--- config.mk ---
export PLATFORM = sky130hd
export DESIGN_NAME = uart_tx_arbiter
export DESIGN_NICKNAME = d
export VERILOG_FILES = /design/src/rtl/uart_tx_arbiter.sv
export SDC_FILE = /design/constraint.sdc
export NUM_CORES = 1
export LEC_CHECK = 0
export ABC_AREA = 0
export CAP_MARGIN = 20
export CORE_MARGIN = 2
export CORE_UTILIZATION = 48
export DETAILED_ROUTE_END_ITERATION = 10
export PLACE_DENSITY = 0.8
export SYNTH_ARGS = -nofsm -noshare
export SYNTH_HDL_FRONTEND = slang
export SYNTH_SLANG_ARGS = --single-unit
--- constraint.sdc ---
create_clock -name clk -period 2.9 [get_ports clk]
set_input_delay 0.87 -clock clk [delete_from_list [all_inputs] [get_ports clk]]
set_output_delay 0.87 -clock clk [all_outputs]
set_load 0.02 [all_outputs]
--- src/rtl/uart_tx_arbiter.sv ---
// Round-robin scheduler sharing one UART transmitter among NREQ byte producers:
// one byte per handshake, one-cycle start strobe, tx_done timeout and inter-frame gap.
module uart_tx_arbiter #(
    parameter int unsigned NREQ       = 4,
    parameter int unsigned GAP_CYCLES = 16,
    parameter int unsigned TIMEOUT    = 4096
) (
    input  logic                    clk,
    input  logic                    rst,
    input  logic [NREQ-1:0]         req_valid,
    input  logic [8*NREQ-1:0]       req_data,
    output logic [NREQ-1:0]         req_ready,
    output logic [7:0]              tx_din,
    output logic                    tx_start,
    input  logic                    tx_done,
    output logic [$clog2(NREQ)-1:0] grant_id,
    output logic                    busy,
    output logic                    err,
    output logic [15:0]             frame_cnt
);

    localparam int unsigned IDW      = $clog2(NREQ);
    localparam int unsigned CNT_MAX  = (TIMEOUT > GAP_CYCLES) ? TIMEOUT : GAP_CYCLES;
    localparam int unsigned CW       = $clog2(CNT_MAX + 1);
    localparam int unsigned TO_LAST  = (TIMEOUT >= 2) ? TIMEOUT - 2 : 0;
    localparam int unsigned GAP_LAST = (GAP_CYCLES >= 1) ? GAP_CYCLES - 1 : 0;

    typedef enum logic [1:0] {
        S_IDLE  = 2'd0,
        S_START = 2'd1,
        S_WAIT  = 2'd2,
        S_GAP   = 2'd3
    } state_e;

    state_e         state_q, state_d;
    logic [7:0]     tx_din_q, tx_din_d;
    logic [IDW-1:0] grant_q, grant_d;
    logic [IDW-1:0] last_q, last_d;
    logic [CW-1:0]  cnt_q, cnt_d;
    logic [15:0]    frame_cnt_q, frame_cnt_d;
    logic           err_q, err_d;
    logic           tx_start_q, tx_start_d;
    logic           busy_q, busy_d;

    logic           any_valid;
    logic [IDW-1:0] winner;
    logic           timeout;

    assign any_valid = |req_valid;
    assign timeout   = (cnt_q >= CW'(TO_LAST));

    // Rotating priority: scan last+1, last+2, ... so the previous owner goes last
    always_comb begin
        logic found;
        found  = 1'b0;
        winner = '0;
        for (int unsigned i = 1; i <= NREQ; i++) begin
            int unsigned idx;
            idx = (32'(last_q) + i) % NREQ;
            if (!found && req_valid[IDW'(idx)]) begin
                found  = 1'b1;
                winner = IDW'(idx);
            end
        end
    end

    always_ff @(posedge clk or negedge rst) begin
        if (!rst) begin
            state_q <= S_IDLE;
        end else begin
            state_q <= state_d;
        end
    end

    always_comb begin
        state_d = state_q;
        case (state_q)
            S_IDLE: begin
                if (any_valid) begin
                    state_d = S_START;
                end
            end
            S_START: state_d = S_WAIT;
            S_WAIT: begin
                if (tx_done) begin
                    state_d = (GAP_CYCLES == 0) ? S_IDLE : S_GAP;
                end else if (timeout) begin
                    state_d = S_IDLE;
                end
            end
            S_GAP: begin
                if (cnt_q >= CW'(GAP_LAST)) begin
                    state_d = S_IDLE;
                end
            end
            default: state_d = S_IDLE;
        endcase
    end

    always_comb begin
        req_ready   = '0;
        tx_din_d    = tx_din_q;
        grant_d     = grant_q;
        last_d      = last_q;
        cnt_d       = cnt_q;
        frame_cnt_d = frame_cnt_q;
        err_d       = 1'b0;
        tx_start_d  = (state_d == S_START);
        busy_d      = (state_d != S_IDLE);
        case (state_q)
            S_IDLE: begin
                if (any_valid) begin
                    // Handshake is suppressed while reset is held so no byte is consumed
                    req_ready[winner] = rst;
                    tx_din_d          = req_data[32'(winner) * 8 +: 8];
                    grant_d           = winner;
                    last_d            = winner;
                end
            end
            S_START: cnt_d = '0;
            S_WAIT: begin
                if (tx_done) begin
                    frame_cnt_d = frame_cnt_q + 16'd1;
                    cnt_d       = '0;
                end else if (timeout) begin
                    err_d = 1'b1;
                    cnt_d = '0;
                end else begin
                    cnt_d = cnt_q + CW'(1);
                end
            end
            S_GAP: cnt_d = cnt_q + CW'(1);
            default: cnt_d = '0;
        endcase
    end

    always_ff @(posedge clk or negedge rst) begin
        if (!rst) begin
            tx_din_q    <= 8'h00;
            grant_q     <= '0;
            last_q      <= IDW'(NREQ - 1);
            cnt_q       <= '0;
            frame_cnt_q <= 16'h0000;
            err_q       <= 1'b0;
            tx_start_q  <= 1'b0;
            busy_q      <= 1'b0;
        end else begin
            tx_din_q    <= tx_din_d;
            grant_q     <= grant_d;
            last_q      <= last_d;
            cnt_q       <= cnt_d;
            frame_cnt_q <= frame_cnt_d;
            err_q       <= err_d;
            tx_start_q  <= tx_start_d;
            busy_q      <= busy_d;
        end
    end

    assign tx_din    = tx_din_q;
    assign tx_start  = tx_start_q;
    assign grant_id  = grant_q;
    assign busy      = busy_q;
    assign err       = err_q;
    assign frame_cnt = frame_cnt_q;

endmodule

== Word-level counts from Yosys, hierarchy flattened ==
Index checks and enable logic that the tools add are counted.

* Multipliers: 0
* Reduce and logical (&&, ||, !) cells: 13
* Shift operators: 1
* Multiplexer cells: 30
* $add $sub $neg: 6
* Bitwise gates (word level): 1
* Order comparisons: 8
* Divide/modulo/power cells: 0
* Eq/ne operators: 4

{| class="wikitable"
|+ Operator list
! kind !! number
|-
| $pmux 13 s3 || 1
|-
| $shiftx 32x6->8 || 1
|-
| $mux 13 || 2
|-
| $add 16x1->16 const B || 1
|-
| $mux 2 || 8
|-
| $lt 2x3->1 const B || 5
|-
| $add 13x1->13 const B || 1
|-
| $ge 13x12->1 const B || 1
|-
| $ge 13x4->1 const B || 1
|-
| $mux 1 || 11
|-
| $bmux 1 s2 || 4
|-
| $mux 4 || 2
|-
| $pmux 2 s4 || 1
|-
| $add 2x1->2 const B || 2
|-
| $add 2x2->2 const B || 2
|-
| $and 4x4->4 || 1
|-
| $eq 2x1->1 const B || 2
|-
| $eq 2x2->1 const B || 2
|-
| $logic_and 1x1->1 || 4
|-
| $reduce_and 2->1 || 2
|-
| $reduce_or 4->1 || 1
|-
| $logic_not 1->1 || 3
|-
| $reduce_bool 3->1 || 1
|-
| $demux 1 s2 || 1
|-
| 3 further kinds || 3
|}

* Register bits: 46
* Word-level logic and storage cells: 72
* Memory bits (read-only): 0
* Output and inout bits: 33
* Memory bits (writable): 0
* Memories kept: 0
* Bits of input ports: 39
* Bits in latches: 0

== Logic depth before layout (Yosys ltp) ==
Gate-level depths: netlist of the first run.

* Depth after elaboration: 20
* Gate-level depth with buffers: 8
* Depth with buffers taken out: 7

== Worst setup path before layout of the first run ==
OpenSTA, ideal clock, no wires.

* Path type: input -> output
* From: input port req_valid[2]
* To: output port req_ready[1]
* Arrival: 2.111 ns
* Stages on the path: 5
* Path slack: -0.081 ns
* Data required time: 2.030 ns
* Cell sequence: nand2b_1 > o22ai_2 > a21oi_4 > buf_8 > nor3_1

* Cells in the longest elaborated chain, start to end: 19

{| class="wikitable"
|+ RTL lines
! what !! RTL line !! source
|-
| start, declared || 10 || <nowiki>input logic [NREQ-1:0] req_valid,</nowiki>
|-
| $bmux 1 s2 || 60 || <nowiki>if (!found && req_valid[IDW'(idx)]) begin</nowiki>
|-
| $mux 1 (not written as such) || 60 ||
|-
| $mux 1 || 60 ||
|-
| $logic_not 1->1 || 60 ||
|-
| $logic_and 1x1->1 || 60 ||
|-
| $mux 1 || 60 ||
|-
| $logic_not 1->1 || 60 ||
|-
| $logic_and 1x1->1 || 60 ||
|-
| (+3 left out) || - ||
|-
| $mux 2 || 60 ||
|-
| $lt 2x3->1 (not written as such) / $ge 2x1->1 (equally long branches) || 114 || <nowiki>req_ready[winner] = rst;</nowiki>
|-
| $logic_and 1x1->1 (not written as such) || 114 ||
|-
| $mux 1 (not written as such) || 114 ||
|-
| $demux 1 s2 || 114 ||
|-
| $and 4x4->4 (no source line) || - ||
|-
| $mux 4 (*) || 112 || <nowiki>if (any_valid) begin</nowiki>
|-
| $mux 4 (*) || 110 || <nowiki>case (state_q)</nowiki>
|-
| end, declared || 12 || <nowiki>output logic [NREQ-1:0] req_ready,</nowiki>
|}

Every way passes the cells marked *; elsewhere a longest branch is shown, timed or not. The select of a mux whose other input is x is not followed.

== Worst setup path in the final report of the first run ==
Ends and elaborated chain as after synthesis.

==> qor.yml, run 1 <==
outcome: "complete, no violations"
die_area_mm2: 0.00591
ant_nets: 0
cap_violations: 0
vias: 2330
combinationalPowerShare_pct: 44.6
ys_seq_elements: 46
relSlewSlack_pct: 62.4
tns_ps: 0
slew_viol_final: 0
pwr-share-clk_pct: 16.1
synthCells: 266
power_mw: 2.49
place_inst: 416
fin_nets: 398
power.leakage_nw: 1.53
drc: 0
sequentialPowerShare_pct: 39.4
cp.arrival_ps: 1930
drtIter0Drc: 121
synth-seq-area-share_pct: 45.2
n_antenna_cell: 0
dp_hpwl_um: 4800
start_kind: "input pin"
finalHoldViolations: 0
path_clk_slew_ps: 90
setup_ws_ps: 101
yosysWarnings: 0
clk_latency_ps: 300
ios: 72
r2r_start: "last_q[1]"
layout-drive-gt1-share_pct: 17.4
synthFlopType: "dfrtp_1"
p_per_area_mw_per_mm2: 695
end_kind: "output port"
dpl-instance-area_mm2: 0.00344
grt_pass1_wl_um: 10600
final_common_cell: "clkdlybuf4s50_1"
crit_path_start: "req_valid[2]"
avgSynthCellArea_um2: 9.59
timing.final.crit_share_pct: 96.5
cts_tree: "done"
grt_pass1_vias: 2291
final_cell_mix: "62 x clkdlybuf4s50_1, 44 x dfrtp_1, 33 x nor2_1, 28 x buf_4, 23 x a211oi_1"
cp.required_ps: 2030
vias_per_cell: 5.46
hold_class: "flop to flop"
async_flop_share_pct: 100
numCtsBuffers: 5
fin_util_pct: 70.0
drt_wl_total_um: 6260
min_from: "grant_id[1]"
grt_max_degree: 47
initial_core_util_pct: 49.9
synth_edf_count: 0
ys_types: 49
dieWidth_um: 76.9
cts_htree_levels: 2
tightestPinTransition_ps: 564
firstDrtPassIters: 4
dp_slack_ps: -785
holdBufCountCts: 0
port_buffers: 71
fmax_mhz: 357
critPathKind: "input pin to output port"
final-setup-viol-count: 0
die_h_um: 76.9
coreArea_mm2: 0.00511
fin_crit_ps: 2800
switching_power_mw: 0.954
routedWlPerCell_um: 14.7
fin_skew_ps: 12.2
syn_nets: 308
rsz0062_at_grt: "no"
vdd_drop_max_mv: 0.327
final_area_mm2: 0.00358
antenna_found_initial: 0
gp_congestion: 0.851
clockBufferDepth: 2
intPower_mw: 1.53
cts-root-buf: "clkbuf_8"
syn-cell-area_mm2: 0.00255
grt_usage_pct: 22.1
grt_overflow_total: 0
area_delta_synth_final_pct: 40.3
cts_sinks: 46
hold_slack_ps: 483
swShare_pct: 38.4
crit_fanout: 4
num_rows: 26
layoutNonFillerInstCount: 427
[area by class of cell]
class                   count  area (um2)
clock buffers               5        68.8
clock inverters             3        23.8
fillers                   399        1530
inverters                  17        63.8
multi-input cells         191        1320
flip-flops and latches     46        1150
well taps                  70        87.6
repair buffers             95         856
[power groups by stage]
| stage | Sequential (mW) | Combinational (mW) | Clock, mW |
|---|---|---|---|
| 6_report | 0.979 | 1.11 | 0.399 |
| 5_1_grt | 1.01 | 1.21 | 0.437 |
| 4_1_cts | 0.976 | 1.09 | 0.410 |
| 3_5_place_dp | 0.985 | 1.07 | 0 |
| 3_3_place_gp | 0.974 | 1.05 | 0 |
| 2_1_floorplan | 1.06 | 0.542 | 0 |
[cells in the mapped netlist (6+ instances only)]
master	number	share of area, %
a22oi_1	9	2.6
nand4_1	8	2.0
xnor2_1	20	6.9
mux2i_1	9	3.5
nor3_1	6	1.2
nand2_1	20	2.9
nor2_1	34	5.0
a211oi_1	23	6.8
a21oi_1	6	1.2
dfrtp_1	44	43
inv_1	15	2.2
nand3_1	7	1.4
[path summary, 6_finish.rpt]
check                          endpoint  slack [ps]  cells past startpoint
min in group asynchronous     tx_din[7]         690                      2
hold reg to reg             grant_id[1]         480                      2
hold / removal              grant_id[1]         480                      2
max in group asynchronous     last_q[0]        1820                      2
setup / recovery           req_ready[1]         100                      7
setup reg to reg              tx_din[5]         800                      7
[worst max-delay path: stages]
cell      delay, ps
clkbuf_2        140
nand2b_4        170
o22ai_2         190
buf_4           150
a21oi_4          40
nor3_1          190
buf_4           170
[flip-flops by register name, summed over array words and instances, names as in the netlist]
signal,cells
state_q,2
frame_cnt,16
cnt_q,13
tx_start,1
err,1
tx_din,8
busy,1
grant_id,2
last_q,2
[timing repair]
action                                  4_1_cts  5_1_grt
gates cloned                                  0        0
resized for setup                            37       10
endpoints found under the setup margin        4        4
pin swaps                                     3        3
buffers inserted                              1        2
[metal layers]
metal / track usage (%) / routed length [um] / vias to the layer above
li1: - / - / 1132
met1: 27.7 / 2650 / 1129
met2: 37.7 / 3220 / 56
met3: 3.76 / 207 / 13
met4: 9.45 / 182 / 0
met5: 0 / 0 / -
[kinds of logic after synthesis]
family	Yosys count	synth area share, %
AO/OA/AOI/OAI	55	16.5
XOR/XNOR	25	8.59
adder cells (fa/ha/maj)	3	1.47
buffers and inverters	29	5.40
flip-flops	46	45.2
multiplexers	9	3.53
AND/OR/NAND/NOR	99	19.3
No activity file was read; power rests on OpenSTA's default activity.
==> run 2, diff against run 1 <==
--- a/config.mk
+++ b/config.mk
@@ -8,9 +8,11 @@
 export ABC_AREA = 0
 export CAP_MARGIN = 20
 export CORE_MARGIN = 2
-export CORE_UTILIZATION = 48
+export CORE_UTILIZATION = 51
 export DETAILED_ROUTE_END_ITERATION = 10
-export PLACE_DENSITY = 0.8
+export DONT_BUFFER_PORTS = 1
+export GPL_TIMING_DRIVEN = 0
+export PLACE_DENSITY = 0.66
 export SYNTH_ARGS = -nofsm -noshare
 export SYNTH_HDL_FRONTEND = slang
 export SYNTH_SLANG_ARGS = --single-unit
==> run 2 against run 1 <==
  * Count of clock-buffer cells in the layout did not move
  * Via count down 16%
  * Critical path type is now flop to output port
  * Register-to-register slack better by 50 ps
==> qor.yml, run 2 (same netlist as run 1, synthesis figures left out) <==
use_met3_pct: 5.49  # +1.7 points
final-setup-viol-count: 0  # unchanged
fmax_mhz: 357  # -0.11%
die_area_mm2: 0.00558  # -5.6%
p_per_area_mw_per_mm2: 801  # +15%
port_buffers: 0  # -100%
cts_htree_levels: 2  # unchanged
vias_per_cell: 5.78  # +6.0%
worst-r2r-cell-count: 6  # -1
area_delta_synth_final_pct: 10.8
n_antenna_cell: 0  # unchanged
num_rows: 25  # -3.8%
power.leakage_nw: 1.19  # -22%
grt_pass1_wl_um: 8680  # -18%
final_cell_mix: "44 x dfrtp_1, 34 x nor2_1, 23 x a211oi_1, 20 x xnor2_1, 19 x nand2_1"
cp_slowest_cell: "dfstp_2"
crit_fanout: 10  # +6
coreArea_mm2: 0.00479  # -6.3%
timing.final.crit_share_pct: 96.6  # +0.11 points
tns_ps: 0  # unchanged
cp.buffers_inverters: 1  # -2
top_usage_layer: "met2"
grt_pass1_vias: 1868  # -18%
grt_overflow_total: 0  # unchanged
firstDrtPassIters: 4  # unchanged
grt_max_degree: 48  # +2.1%
r2r_start: "last_q[1]"
end_kind: "output port"
ant_nets: 0  # unchanged
fin_nets: 314  # -21%
finalHoldViolations: 0  # unchanged
max_stage_delay_ps: 530  # +340 ps
die_h_um: 74.7  # -2.8%
start_kind: "flop"
vdd_drop_max_mv: 0.473  # +44%
use_met1_pct: 27.3  # -0.40 points
dp_hpwl_um: 3770  # -21%
numCtsBuffers: 5  # unchanged
gr-usage-met2_pct: 32.8  # -4.9 points
cp.required_ps: 2030  # about the same
tightestPinTransition_ps: 602  # +37.6 ps
hold_slack_ps: 254  # -229 ps
dieWidth_um: 74.7  # -2.8%
crit_family: "flip-flops"
relSlewSlack_pct: 59.7  # -2.7 points
clockBufferDepth: 2  # unchanged
drc: 0  # unchanged
initial_core_util_pct: 53.3  # +3.4 points
fin_skew_ps: 5.47  # -6.74 ps
final_common_cell: "dfrtp_1"
routedWlPerCell_um: 15.5  # +5.9%
rsz0062_at_grt: "no"
path_clk_slew_ps: 90  # about the same
vias: 1966  # -16%
slew_viol_final: 0  # unchanged
antenna_found_initial: 0  # unchanged
gp_congestion: 0.815  # -4.2%
grt_usage_pct: 20.4  # -1.7 points
cts-root-buf: "clkbuf_8"
largest_reg_flops: 16  # unchanged
cap_violations: 0  # unchanged
cp.arrival_ps: 1930  # about the same
clk_latency_ps: 300  # about the same
cts_sinks: 46  # unchanged
hold_class: "input pin to asynchronous set/reset pin"
drt_wl_total_um: 5270  # -16%
path_cells: "buf_6, mux2i_4, o22ai_4, a21o_2, nor3_4"
drtIter0Drc: 96  # -21%
final_area_mm2: 0.00283  # -21%
outcome: "complete, no violations"
fin_crit_ps: 2800  # +3.17 ps
layout-drive-gt1-share_pct: 12.5  # -4.9 points
ios: 72  # unchanged
reg2reg_setup_slack_ps: 850  # +50 ps
r2r_end: "tx_din[7]"
dpl-instance-area_mm2: 0.00264  # -23%
cts_tree: "done"
critPathKind: "flop to output port"
==> run 2: final cells by class <==
cell class	instances	area [um2]
Inverter	17	63.8
Timing Repair Buffer	1	7.51
Sequential cell	46	1150
Tap cell	67	83.8
Fill cell	415	1960
Clock buffer	5	68.8
Buffer	10	62.6
Multi-Input combinational cell	191	1340
Clock inverter	3	43.8
==> run 2: how the worst max path moves through the flow <==
stage	from	to	slack, ps	cells after the start
final	last_q[1]	req_ready[2]	100	5
after detailed placement	req_valid[2]	req_ready[1]	-240	5
after global routing	last_q[1]	req_ready[2]	30	5
after floorplan	req_valid[2]	req_ready[1]	-80	5
after global placement	req_valid[2]	req_ready[3]	-230	5
after CTS	last_q[1]	req_ready[0]	20	6
==> run 2: per-layer routing <==
metal	vias to the layer above	wire length, um	part of all wire [%]
met5	-	0	0
met4	0	63	1.2
met3	5	269	5.1
met2	49	2480	47
met1	942	2460	47
li1	970	-	-
==> run 2: where the power goes <==
| group | leakage [nW] | switching [mW] | total [mW] | internal (mW) |
|---|---|---|---|---|
| combinational | 0.554 | 0.390 | 0.686 | 0.296 |
| sequential | 0.581 | 0.285 | 1.09 | 0.810 |
| clock | 0.0585 | 0.224 | 0.482 | 0.258 |
==> run 2: per-stage QoR <==
stage,utilization (%),instances,total power [mW],setup slack (ps)
2_1_floorplan,-,266,1.61,-81.0
3_3_place_gp,55.2,333,1.73,-226
3_5_place_dp,55.2,333,1.74,-239
4_1_cts,58.6,341,2.27,18.1
5_1_grt,59.0,340,2.43,29.8
6_report,59.0,340,2.26,97.9
==> run 2: repair_timing <==
action                                  4_1_cts  5_1_grt
pin swaps                                     2        2
buffers inserted                              1        0
endpoints found under the setup margin        4        4
resized for setup                             8        5
endpoints found under the hold margin         0        0
cloned                                        0        0
hold buffers                                  0        0
